==> src/rtl/pkg_balanca.sv <==
// Shared constants for the scale display path (weight and price displays).
package pkg_balanca;

    localparam logic [0:0] BLANK = 1'b0;
    localparam logic [0:0] SCAN  = 1'b1;

    localparam logic [3:0] ANODO_OFF  = 4'b1111;
    localparam logic [3:0] DIGIT_ERRO = 4'hF;

    localparam int REFRESH_DIV_DEF = 50000;

    // True when any nibble of the word is not a decimal digit
    function automatic logic bcd_invalido(input logic [15:0] w);
        logic inv;
        inv = 1'b0;
        for (int i = 0; i < 4; i++) begin
            if (w[i*4 +: 4] > 4'd9) inv = 1'b1;
        end
        return inv;
    endfunction

endpackage

==> src/rtl/seletor_digito_bcd.sv <==
// Picks one BCD nibble out of a 4-digit word; idx 3 is the leftmost digit.
module seletor_digito_bcd
    import pkg_balanca::*;
(
    input  logic [15:0] palavra,
    input  logic [1:0]  idx,
    output logic [3:0]  nibble,
    output logic        digito_inteiro
);

    always_comb begin
        nibble = 4'd0;
        unique case (idx)
            2'd3: nibble = palavra[15:12];
            2'd2: nibble = palavra[11:8];
            2'd1: nibble = palavra[7:4];
            2'd0: nibble = palavra[3:0];
            default: nibble = 4'd0;
        endcase
    end

    assign digito_inteiro = (idx == 2'd3);

endmodule

==> src/rtl/controlador_varredura_peso.sv <==
// Multiplexed 7-segment scan of the X.XXX kg weight with tear-free frame commits.
// Optional invalid-BCD detection is enabled by defining BCD_CHECK_EN.
module controlador_varredura_peso
    import pkg_balanca::*;
#(
    parameter int REFRESH_DIV = REFRESH_DIV_DEF,
    parameter int CNT_W       = 20
) (
    input  logic        clk,
    input  logic        rst_n,
    input  logic [15:0] bcd_total,
    input  logic        load_valid,
    output logic        load_ready,
    output logic [3:0]  digit_bcd,
    output logic [3:0]  anodo,
    output logic        dp,
    output logic        frame_done,
    output logic        erro
);

    logic [0:0]       state_q, state_d;
    logic [CNT_W-1:0] cnt_q, cnt_d;
    logic [1:0]       idx_q, idx_d;
    logic [15:0]      stage_q, stage_d;
    logic [15:0]      disp_q, disp_d;
    logic             pending_q, pending_d;
    logic             ready_q, ready_d;
    logic             erro_q, erro_d;
    logic             frame_done_q, frame_done_d;
    logic [3:0]       anodo_q, anodo_d;
    logic [3:0]       digit_q, digit_d;
    logic             dp_q, dp_d;

    logic             xfer;
    logic             wrap;
    logic             load_disp;
    logic [3:0]       sel_nibble;
    logic             sel_int;

    seletor_digito_bcd u_sel (
        .palavra        (disp_q),
        .idx            (idx_q),
        .nibble         (sel_nibble),
        .digito_inteiro (sel_int)
    );

    assign xfer = load_valid && ready_q;

    always_comb begin
        state_d      = state_q;
        cnt_d        = cnt_q;
        idx_d        = idx_q;
        stage_d      = stage_q;
        disp_d       = disp_q;
        pending_d    = pending_q;
        erro_d       = erro_q;
        frame_done_d = 1'b0;
        anodo_d      = ANODO_OFF;
        digit_d      = 4'd0;
        dp_d         = 1'b1;
        wrap         = 1'b0;
        load_disp    = 1'b0;

        unique case (state_q)
            BLANK: begin
                // First value bypasses staging: nothing is on screen to tear
                if (xfer) begin
                    disp_d    = bcd_total;
                    load_disp = 1'b1;
                    state_d   = SCAN;
                    cnt_d     = '0;
                    idx_d     = 2'd3;
                end
            end
            SCAN: begin
                anodo_d = ~(4'b0001 << idx_q);
                digit_d = erro_q ? DIGIT_ERRO : sel_nibble;
                dp_d    = !(sel_int && !erro_q);
                if (cnt_q == CNT_W'(REFRESH_DIV - 1)) begin
                    cnt_d = '0;
                    idx_d = idx_q - 2'd1;
                    wrap  = (idx_q == 2'd0);
                end else begin
                    cnt_d = cnt_q + 1'b1;
                end
                if (wrap) begin
                    frame_done_d = 1'b1;
                    if (pending_q) begin
                        disp_d    = stage_q;
                        pending_d = 1'b0;
                        load_disp = 1'b1;
                    end
                end
                if (xfer) begin
                    stage_d   = bcd_total;
                    pending_d = 1'b1;
                end
            end
            default: state_d = BLANK;
        endcase

        ready_d = !pending_d;

`ifdef BCD_CHECK_EN
        if (load_disp) erro_d = bcd_invalido(disp_d);
`else
        erro_d = 1'b0;
`endif
    end

    always_ff @(posedge clk) begin
        if (!rst_n) begin
            state_q      <= BLANK;
            cnt_q        <= '0;
            idx_q        <= 2'd3;
            stage_q      <= '0;
            disp_q       <= '0;
            pending_q    <= 1'b0;
            ready_q      <= 1'b1;
            erro_q       <= 1'b0;
            frame_done_q <= 1'b0;
            anodo_q      <= ANODO_OFF;
            digit_q      <= 4'd0;
            dp_q         <= 1'b1;
        end else begin
            state_q      <= state_d;
            cnt_q        <= cnt_d;
            idx_q        <= idx_d;
            stage_q      <= stage_d;
            disp_q       <= disp_d;
            pending_q    <= pending_d;
            ready_q      <= ready_d;
            erro_q       <= erro_d;
            frame_done_q <= frame_done_d;
            anodo_q      <= anodo_d;
            digit_q      <= digit_d;
            dp_q         <= dp_d;
        end
    end

    assign load_ready = ready_q;
    assign digit_bcd  = digit_q;
    assign anodo      = anodo_q;
    assign dp         = dp_q;
    assign frame_done = frame_done_q;
    assign erro       = erro_q;

endmodule

==> config.mk <==
export PLATFORM = sky130hd
export DESIGN_NAME = controlador_varredura_peso
export DESIGN_NICKNAME = d
export VERILOG_FILES = /design/src/rtl/pkg_balanca.sv /design/src/rtl/seletor_digito_bcd.sv /design/src/rtl/controlador_varredura_peso.sv
export SDC_FILE = /design/constraint.sdc
export NUM_CORES = 1
export LEC_CHECK = 0
export BUFFER_PORTS_ARGS = -buffer_cell sky130_fd_sc_hd__buf_2
export CAP_MARGIN = 20
export CORE_UTILIZATION = 35
export CTS_BUF_LIST = sky130_fd_sc_hd__clkbuf_4
export DETAILED_ROUTE_END_ITERATION = 8
export PLACE_DENSITY = 0.57
export SETUP_SLACK_MARGIN = 0.1
export SLEW_MARGIN = 0
export SYNTH_ARGS = -nofsm -noshare
export SYNTH_HDL_FRONTEND = slang
export SYNTH_HIERARCHICAL = 1
export SYNTH_SLANG_ARGS = --single-unit
==> constraint.sdc <==
create_clock -name clk -period 3.68 [get_ports clk]
set_clock_uncertainty 0.05 [all_clocks]
set_input_delay 0.184 -clock clk [delete_from_list [all_inputs] [get_ports clk]]
set_output_delay 0.184 -clock clk [all_outputs]
set_load 0.05 [all_outputs]
# Yosys cells after proc, flatten, opt, wreduce, memory -nomap -nowiden
# Cells that the tools add are included.
[word_totals] wordCells=51 input_bits=19 register_bits=67 out_inout_bits=12
[classes] add_sub_neg=2 n_reduce_logical=8 shift=1 n_eq_ne=8 bitwise_logic=2 muxes=19
[ops] cell="16-bit 2-to-1 mux" count=3
[ops] cell="20-bit 2-to-1 mux" count=2
[ops] cell="20-bit one-hot mux with 2 select lines" count=1
[ops] cell="16-bit one-hot mux with 2 select lines" count=1
[ops] cell="20-bit by 1-bit adder with 20-bit output (second input constant)" count=1
[ops] cell="20-bit by 16-bit == test with 1-bit output (second input constant)" count=1
[ops] cell="4-bit one-hot mux with 4 select lines" count=1
[ops] cell="1-bit 2-to-1 mux" count=8
[ops] cell="2-bit by 1-bit != test with 1-bit output (second input constant)" count=3
[ops] cell="2-bit AND reduction" count=3
[ops] cell="2-bit == test (second input constant)" count=2
[ops] cell="2-bit 2-to-1 mux" count=2
[ops] cell="4-bit inverter" count=1
[ops] cell="2-bit one-hot mux with 2 select lines" count=1
[ops] cell="1-bit by 2-bit << shifter with 4-bit output (first input constant)" count=1
[ops] cell="3-bit AND reduction" count=1
[ops] cell="2-bit by 1-bit == test with 1-bit output (second input constant)" count=1
[ops] cell="1-bit zero test" count=2
[ops] cell="2-bit zero test" count=1
[ops] cell="2-bit != test (second input constant)" count=1
[ops] cell="2-bit by 1-bit subtractor with 2-bit output (second input constant)" count=1
[ops] cell="1-bit logical AND" count=1
[ops] cell="1-bit inverter" count=1

# Longest topological paths before layout
# Gate-level depths: netlist of the first run.
[depth] depth_word=7 ltp_mapped=8 mapped_depth_nobuf=6

# By module
# Netlist of the first run, hierarchy kept.
[by_module_without_submodules] mod="controlador_varredura_peso" seq_area_each_um2=1341.3 area_per_inst_um2=2964.1 cells_each=330 instances=1
[by_module_without_submodules] mod="seletor_digito_bcd" seq_area_each_um2=0.0 area_per_inst_um2=112.6 cells_each=5 instances=1

# Least setup slack after synthesis of the first run
# No wires, ideal clock.
[synth_path] path_type="register -> register" startpoint="register cnt_q[3]" endpoint="register cnt_q[13]" slack_ns=1.757 setup_time_ns=0.116 synth_period_minus_slack_ns=1.923 path_stages_with_launch=7 path_buffers=1 required_time_ns=3.514 arrival_ns=1.758 path_cell_list="dfxtp_1 > nand2_2 > or4_4 > buf_6 > or2_0 > mux2_1 > and3_1"
[synth_between] elab_chain_len=3 elab_cells_between_ends=4 cone_classes="add/sub: 1; eq/ne: 1; mux: 2"
[synth_lines] item="from (decl)" line_no="controlador_varredura_peso.sv:22" text="logic [CNT_W-1:0] cnt_q, cnt_d;"
[synth_lines] item="from (signal assigned)" line_no="controlador_varredura_peso.sv:127" text="cnt_q <= cnt_d;"
[synth_lines] item="20-bit by 1-bit adder with 20-bit output or 20-bit by 16-bit == test with 1-bit output (tied branches)" line_no="controlador_varredura_peso.sv:84, controlador_varredura_peso.sv:79"
[synth_lines] item="20-bit 2-to-1 mux *" line_no="controlador_varredura_peso.sv:79" text="if (cnt_q == CNT_W'(REFRESH_DIV - 1)) begin"
[synth_lines] item="20-bit one-hot mux with 2 select lines *" line_no="controlador_varredura_peso.sv:64" text="unique case (state_q)"
# Mark *: on every way between the ends. The rest lies on a longest branch, timed or not.
# A chain may end at the register's enable or synchronous reset.

# Final worst setup path of the first run
[layout_path] startpoint="register cnt_q[0]" endpoint="register cnt_q[18]"
# The elaborated chain is that of the path after synthesis.

==> results of run 1 <==
==> cells in the final DEF, fill, tap and decap left out, types with 2 or more instances in the layout <==
master,count
nand3_1,9
and3_1,8
nor3_1,3
nor2_1,5
o211a_1,16
bufinv_16,2
nor4_1,3
a31oi_1,11
buf_4,5
dfxtp_1,67
and2_2,2
a22oi_1,3
o211ai_1,2
mux2i_1,18
nor2b_1,5
clkbuf_4,9
clkinv_1,4
nand4_1,7
dlygate4sd3_1,16
and2_1,4
nand2_1,76
ha_1,5
buf_2,29
inv_1,7
xor2_1,3
a21boi_0,17
mux4_1,4
o21ai_0,9
a21oi_1,8
==> per-layer routing <==
layer / vias to the layer above / wire (um) / global-route usage [%] / part of all wire [%]
met5: - / 0 / 0 / 0
met1: 1166 / 3170 / 20.9 / 48
met4: 0 / 70 / 4.85 / 1.1
met2: 56 / 3090 / 26.4 / 47
li1: 1276 / - / - / -
met3: 6 / 272 / 5.69 / 4.1
==> through the flow <==
step / std cells / area [sq um] / util, % / power (mW) / hold slack, ns
final: 486 / 3590 / 42.8 / 1.45 / 0.207
after global routing: 486 / 3590 / 42.8 / 1.53 / 0.221
after CTS: 486 / 3590 / 42.8 / 1.48 / 0.173
after detailed placement: 454 / 3280 / 39.1 / 0.940 / 0.406
after global placement: 454 / 3280 / 39.1 / 0.938 / 0.396
after floorplan: 335 / 3080 / - / 0.897 / 0.279
==> flip-flops by register name, summed over array words and instances, names as in the netlist, named ones only <==
name        count
idx_q           2
anodo           4
frame_done      1
state_q         1
cnt_q          20
stage_q        16
dp              1
load_ready      1
disp_q         16
digit_bcd       4
==> worst min-delay path: cells and delay by family <==
kind / cells / cell delay [ns]
AND/OR/NAND/NOR: 2 / 0.23
AO/OA/AOI/OAI: 1 / 0.09
buffers and inverters: 1 / 0.12
==> cells by family (layout without fill, tap and decap cells) <==
group,Yosys count,count (layout),synth area share (%)
muxes,23,23,9.64
xor gates and xnor gates,4,4,1.14
DFF,67,67,43.6
and+or+nand+nor,133,133,20.9
AOI/OAI and AO/OA,75,75,18.0
adders and majority gates,5,5,2.03
buffers and inverters,27,73,4.55
other,1,1,0.122
==> area by class of cell <==
class,count,area share [%]
Inverter,7,0.732
Clock inverter,7,2.30
Multi-Input combinational cell,241,44.5
Tap cell,105,3.66
Timing Repair Buffer,50,9.55
Sequential cell,67,37.4
Clock buffer,9,1.88
==> path summary, 6_finish.rpt <==
kind                                 start          to  cells after the start
worst max-delay path              cnt_q[0]   cnt_q[18]                      6
worst min-delay path            load_valid    cnt_q[6]                      4
worst max register to register    cnt_q[0]   cnt_q[18]                      6
worst min register to register  stage_q[2]  stage_q[2]                      2
==> report_power, final <==
part / switching [mW] / internal (mW)
Sequential: 0.0190 / 0.755
Clock: 0.253 / 0.267
Combinational: 0.0899 / 0.0712
==> run_results.csv, run 1 <==
group,metric,value,unit
run_status,outcome,"completed",
logic_synthesis,yosys.area.top_type,"dfxtp_1",
finish,ff_latch_area,1340,sq um
setup_path,path_class,"flip-flop to flip-flop",
placed_design,hpwl,4430,um
logic_synthesis,yosys-top-cells-area,"dfxtp_1 (44%), nand2_1 (9.3%), mux2i_1 (5.9%)",
logic_synthesis,avgSynthCellArea,9.18,sq um
logic_synthesis,ys_warn_count,6,
logic_synthesis,netlist_top_cells_count,"nand2_1 (76), dfxtp_1 (67), mux2i_1 (18)",
die,placeableCoreArea,8380,sq um
global_route,grt_pass1_vias,2415,
finish,nets,400,
finish,multi_input_area,1600,sq um
setup_path,cp_slowest_cell,"nor4_1",
die,die_h,95.8,um
clocking,ctsLongestPathBuffers,2,
logic_synthesis,synth_flop_cell,"dfxtp_1",
global_route,gr-total-overflow,0,
finish,area_growth,16.7,%
logic_synthesis,netlist_instances,335,
setup_path,rrSetupSlack,1.42,ns
logic_synthesis,netlist_area,3080,sq um
setup_path,cp_max_fo,7,
sta,max_slew_margin,37.3,%
global_route,grt_max_degree,53,
route,wirelength,6610,um
clocking,insertion_delay,0.41,ns
logic_synthesis,post-synth-top-count-cell,"nand2_1",
flow_run,drv_cap,0,
route,drc_errors,0,
logic_synthesis,yosysTopAreaCellShare,43.6,%
setup_path,crit_family,"simple AND/OR/NAND/NOR gates",
clocking,tritoncts,"done",
die,die_w,95.8,um
logic_synthesis,async_flop_share,0,%
sta,max_freq,443,MHz
finish,drive_above_1_share,14.2,%
setup_path,critPathMostFrequentCell,"a31oi_1",
logic_synthesis,ys_ff_latch,67,
setup_path,arrival,2.55,ns
setup_path,endpoint_kind,"flip-flop",
clocking,cts.clk_slew.worst_paths,0.11,ns
finish,n_antenna_cell,0,
placed_design,port_buffers,29,
route,viasPerCell,5.15,
placed_design,gp_congestion,0.803,
route,num_vias,2504,
sta,tightest_slew,0.932,ns
global_route,antenna_found_initial,0,
setup_path,required,3.97,ns
sta,period_share,61.3,%
sta,setup_tns,0,ns
clocking,root_buffer,"clkbuf_4",
setup_path,cp_num_buf_inv,0,
global_route,grt_use_total,16.5,%
sta,rsz0062_at_grt,"false",
logic_synthesis,synth_edf_count,0,
power_and_ir_drop,power_density,405,nW/um^2
route,drtAntennaViolNets,0,
power_and_ir_drop,ir_worst_vdd,185,uV
sta,layout_setup_ws,1.42,ns
route,drt_pass1_iterations,4,
sta,setup_viol,0,
clocking,cts_hold_buf,16,
route,drt_iter0_markers,102,
route,wl_per_cell,13.6,um
clocking,clock_sinks,67,
clocking,ctsResizeCount,0,
clocking,cts_setup_buffers,0,
sta,finalCriticalPeriod,2.26,ns
clocking,cts_max_level,3,
placed_design,place_ws,1.45,ns
clocking,cts_buffers,9,
die,rows,33,
setup_path,crit_chain,"ha_1 -> nand3_1 -> nor4_1 -> and2_1 -> a31oi_1 -> a31oi_1",
logic_synthesis,yosysSeqAreaShare,43.6,%
die,pin_count,31,
die,start_util,36.7,%
global_route,grt_pass1_wl,11300,um
logic_synthesis,synth.distinct_cells,50,
worst_hold_path,hp-class,"input port to flip-flop",
finish,fill_cells,867,
die,die_area,9170,sq um
sta,hold_violations,0,
logic_synthesis,synthesis.nets,359,
power_and_ir_drop,leakagePower,1.58,nW
sta,slew_viol_final,0,
setup_path,startpoint_type,"flip-flop",
setup_path,max_stage_delay,0.85,ns
No activity file was read; power rests on OpenSTA's default activity.
==> run 2: changes to the inputs <==
Clock period 3.68 ns to 2.28 ns, I/O delays scaled along.
==> run 2 against run 1 <==
Compared with the run above: sequential power rose by 60%; worst setup slack got worse by 1.1 ns; count of clock-buffer cells in the layout rose by 1; die area did not move; critical path depth fell by 1; sequential cell count did not move; clock power rose by 12%.
==> run_results.csv, run 2 (synthesis results as in run 1) <==
group,metric,value,unit
placed_design,gp_congestion,0.829,
die,die_h,95.8,um
sta,max_slew_margin,53.9,%
clocking,clock_sinks,67,
setup_path,endpoint_kind,"flip-flop",
setup_path,path_class,"flip-flop to flip-flop",
clocking,cts.clk_slew.worst_paths,0.11,ns
setup_path,crit_chain,"nand3_1 -> or4_4 -> or2_0 -> mux2_1 -> and3_1",
finish,area_growth,17.0,%
flow_run,drv_cap,0,
setup_path,required,2.51,ns
global_route,grt_max_degree,52,
placed_design,hpwl,4440,um
finish,layout_commonest_cell,"nand2_1",
clocking,insertion_delay,0.39,ns
finish,regMostFlops,"cnt_q",
run_status,outcome,"completed",
placed_design,port_buffers,29,
clocking,ctsLongestPathBuffers,2,
die,die_w,95.8,um
sta,period_share,87.8,%
route,drtAntennaViolNets,0,
route,drt_iter0_markers,101,
sta,rsz0062_at_grt,"false",
global_route,grt_pass1_wl,11200,um
route,viasPerCell,5.17,
finish,final_area,3600,sq um
setup_path,arrival,2.24,ns
finish,n_antenna_cell,0,
clocking,tritoncts,"done",
finish,drive_above_1_share,15.8,%
route,wl_per_cell,13.7,um
sta,max_freq,499,MHz
finish,postLayoutCoreUtil,42.9,%
sta,finalCriticalPeriod,2.00,ns
setup_path,cp_max_fo,8,
clocking,cts_max_level,3,
power_and_ir_drop,power_density,583,nW/um^2
global_route,antenna_found_initial,0,
finish,nets,408,
route,drc_errors,0,
die,start_util,36.7,%
worst_hold_path,hp-class,"input port to flip-flop",
clocking,root_buffer,"clkbuf_4",
clocking,cts_buffers,9,
route,num_vias,2535,
die,placeableCoreArea,8380,sq um
setup_path,cp_slowest_cell,"or4_4",
sta,hold_violations,0,
setup_path,startpoint_type,"flip-flop",
die,rows,33,
route,drt_pass1_iterations,4,
power_and_ir_drop,ir_worst_vdd,235,uV
global_route,gr-total-overflow,0,
sta,whs,0.149,ns
setup_path,max_stage_delay,0.55,ns
sta,setup_tns,0,ns
power_and_ir_drop,leakagePower,1.60,nW
finish,largestRegisters,"cnt_q: 20 flops, disp_q: 16 flops, stage_q: 16 flops",
sta,tightest_slew,0.688,ns
finish,largest_register_ffs,20,
finish,layout_common_cells,"nand2_1 (76), dfxtp_1 (67), buf_2 (29)",
placed_design,postPlaceCellArea,3350,sq um
global_route,grt_use_total,16.0,%
route,wirelength,6710,um
sta,slew_viol_final,0,
die,pin_count,31,
sta,setup_viol,0,
die,die_area,9170,sq um
global_route,grt_pass1_vias,2294,
power_and_ir_drop,fin_total_pwr,2.10,mW
==> run 2: worst max-delay path: cells and delay by family, from the launching register on <==
kind / cells / cell delay (ns)
and+or+nand+nor: 4 / 1.08
muxes: 1 / 0.30
DFF: 1 / 0.46
==> run 2: path summary, 6_finish.rpt <==
| path | start | to | slack, ns | depth (start not counted) |
|---|---|---|---|---|
| worst max register to register | cnt_q[6] | cnt_q[13] | 0.28 | 5 |
| worst min register to register | stage_q[11] | stage_q[11] | 0.42 | 2 |
| worst min-delay path | load_valid | state_q | 0.15 | 4 |
| worst max-delay path | cnt_q[6] | cnt_q[13] | 0.28 | 5 |
==> run 2: through the flow <==
stage               cells  setup WS [ns]
global route          490          0.108
floorplan             335          0.357
global placement      462         0.0892
CTS                   490          0.263
finish                490          0.277
detailed placement    462        0.00546
==> run 2: routing by layer <==
| metal | track usage [%] | routed length [um] |
|---|---|---|
| met1 | 20.7 | 3300 |
| met2 | 25.6 | 3040 |
| met3 | 5.13 | 273 |
| met4 | 4.60 | 95 |
| met5 | 0 | 0 |
==> run 2: power by group <==
group	total (mW)	switching (mW)	internal, mW	leakage [nW]
clock	0.581	0.374	0.207	0.0491
sequential	1.24	0.0241	1.22	0.546
combinational	0.277	0.154	0.123	1.01
==> run 2: cell type report <==
class                           count  area [sq um]
Clock buffer                       10          75.1
Clock inverter                      2          7.51
Fill cell                         834          4780
Inverter                            7          26.3
Multi-Input combinational cell    241          1600
Sequential cell                    67          1340
Tap cell                          105           131
Timing Repair Buffer               58           415
==> run 2: repair_timing <==
item | CTS | global route
endpoints found under the hold margin | 16 | 0
hold buffers | 16 | 0
resized for setup | 1 | 0
endpoints found under the setup margin | 5 | 0
setup buffers | 0 | 0
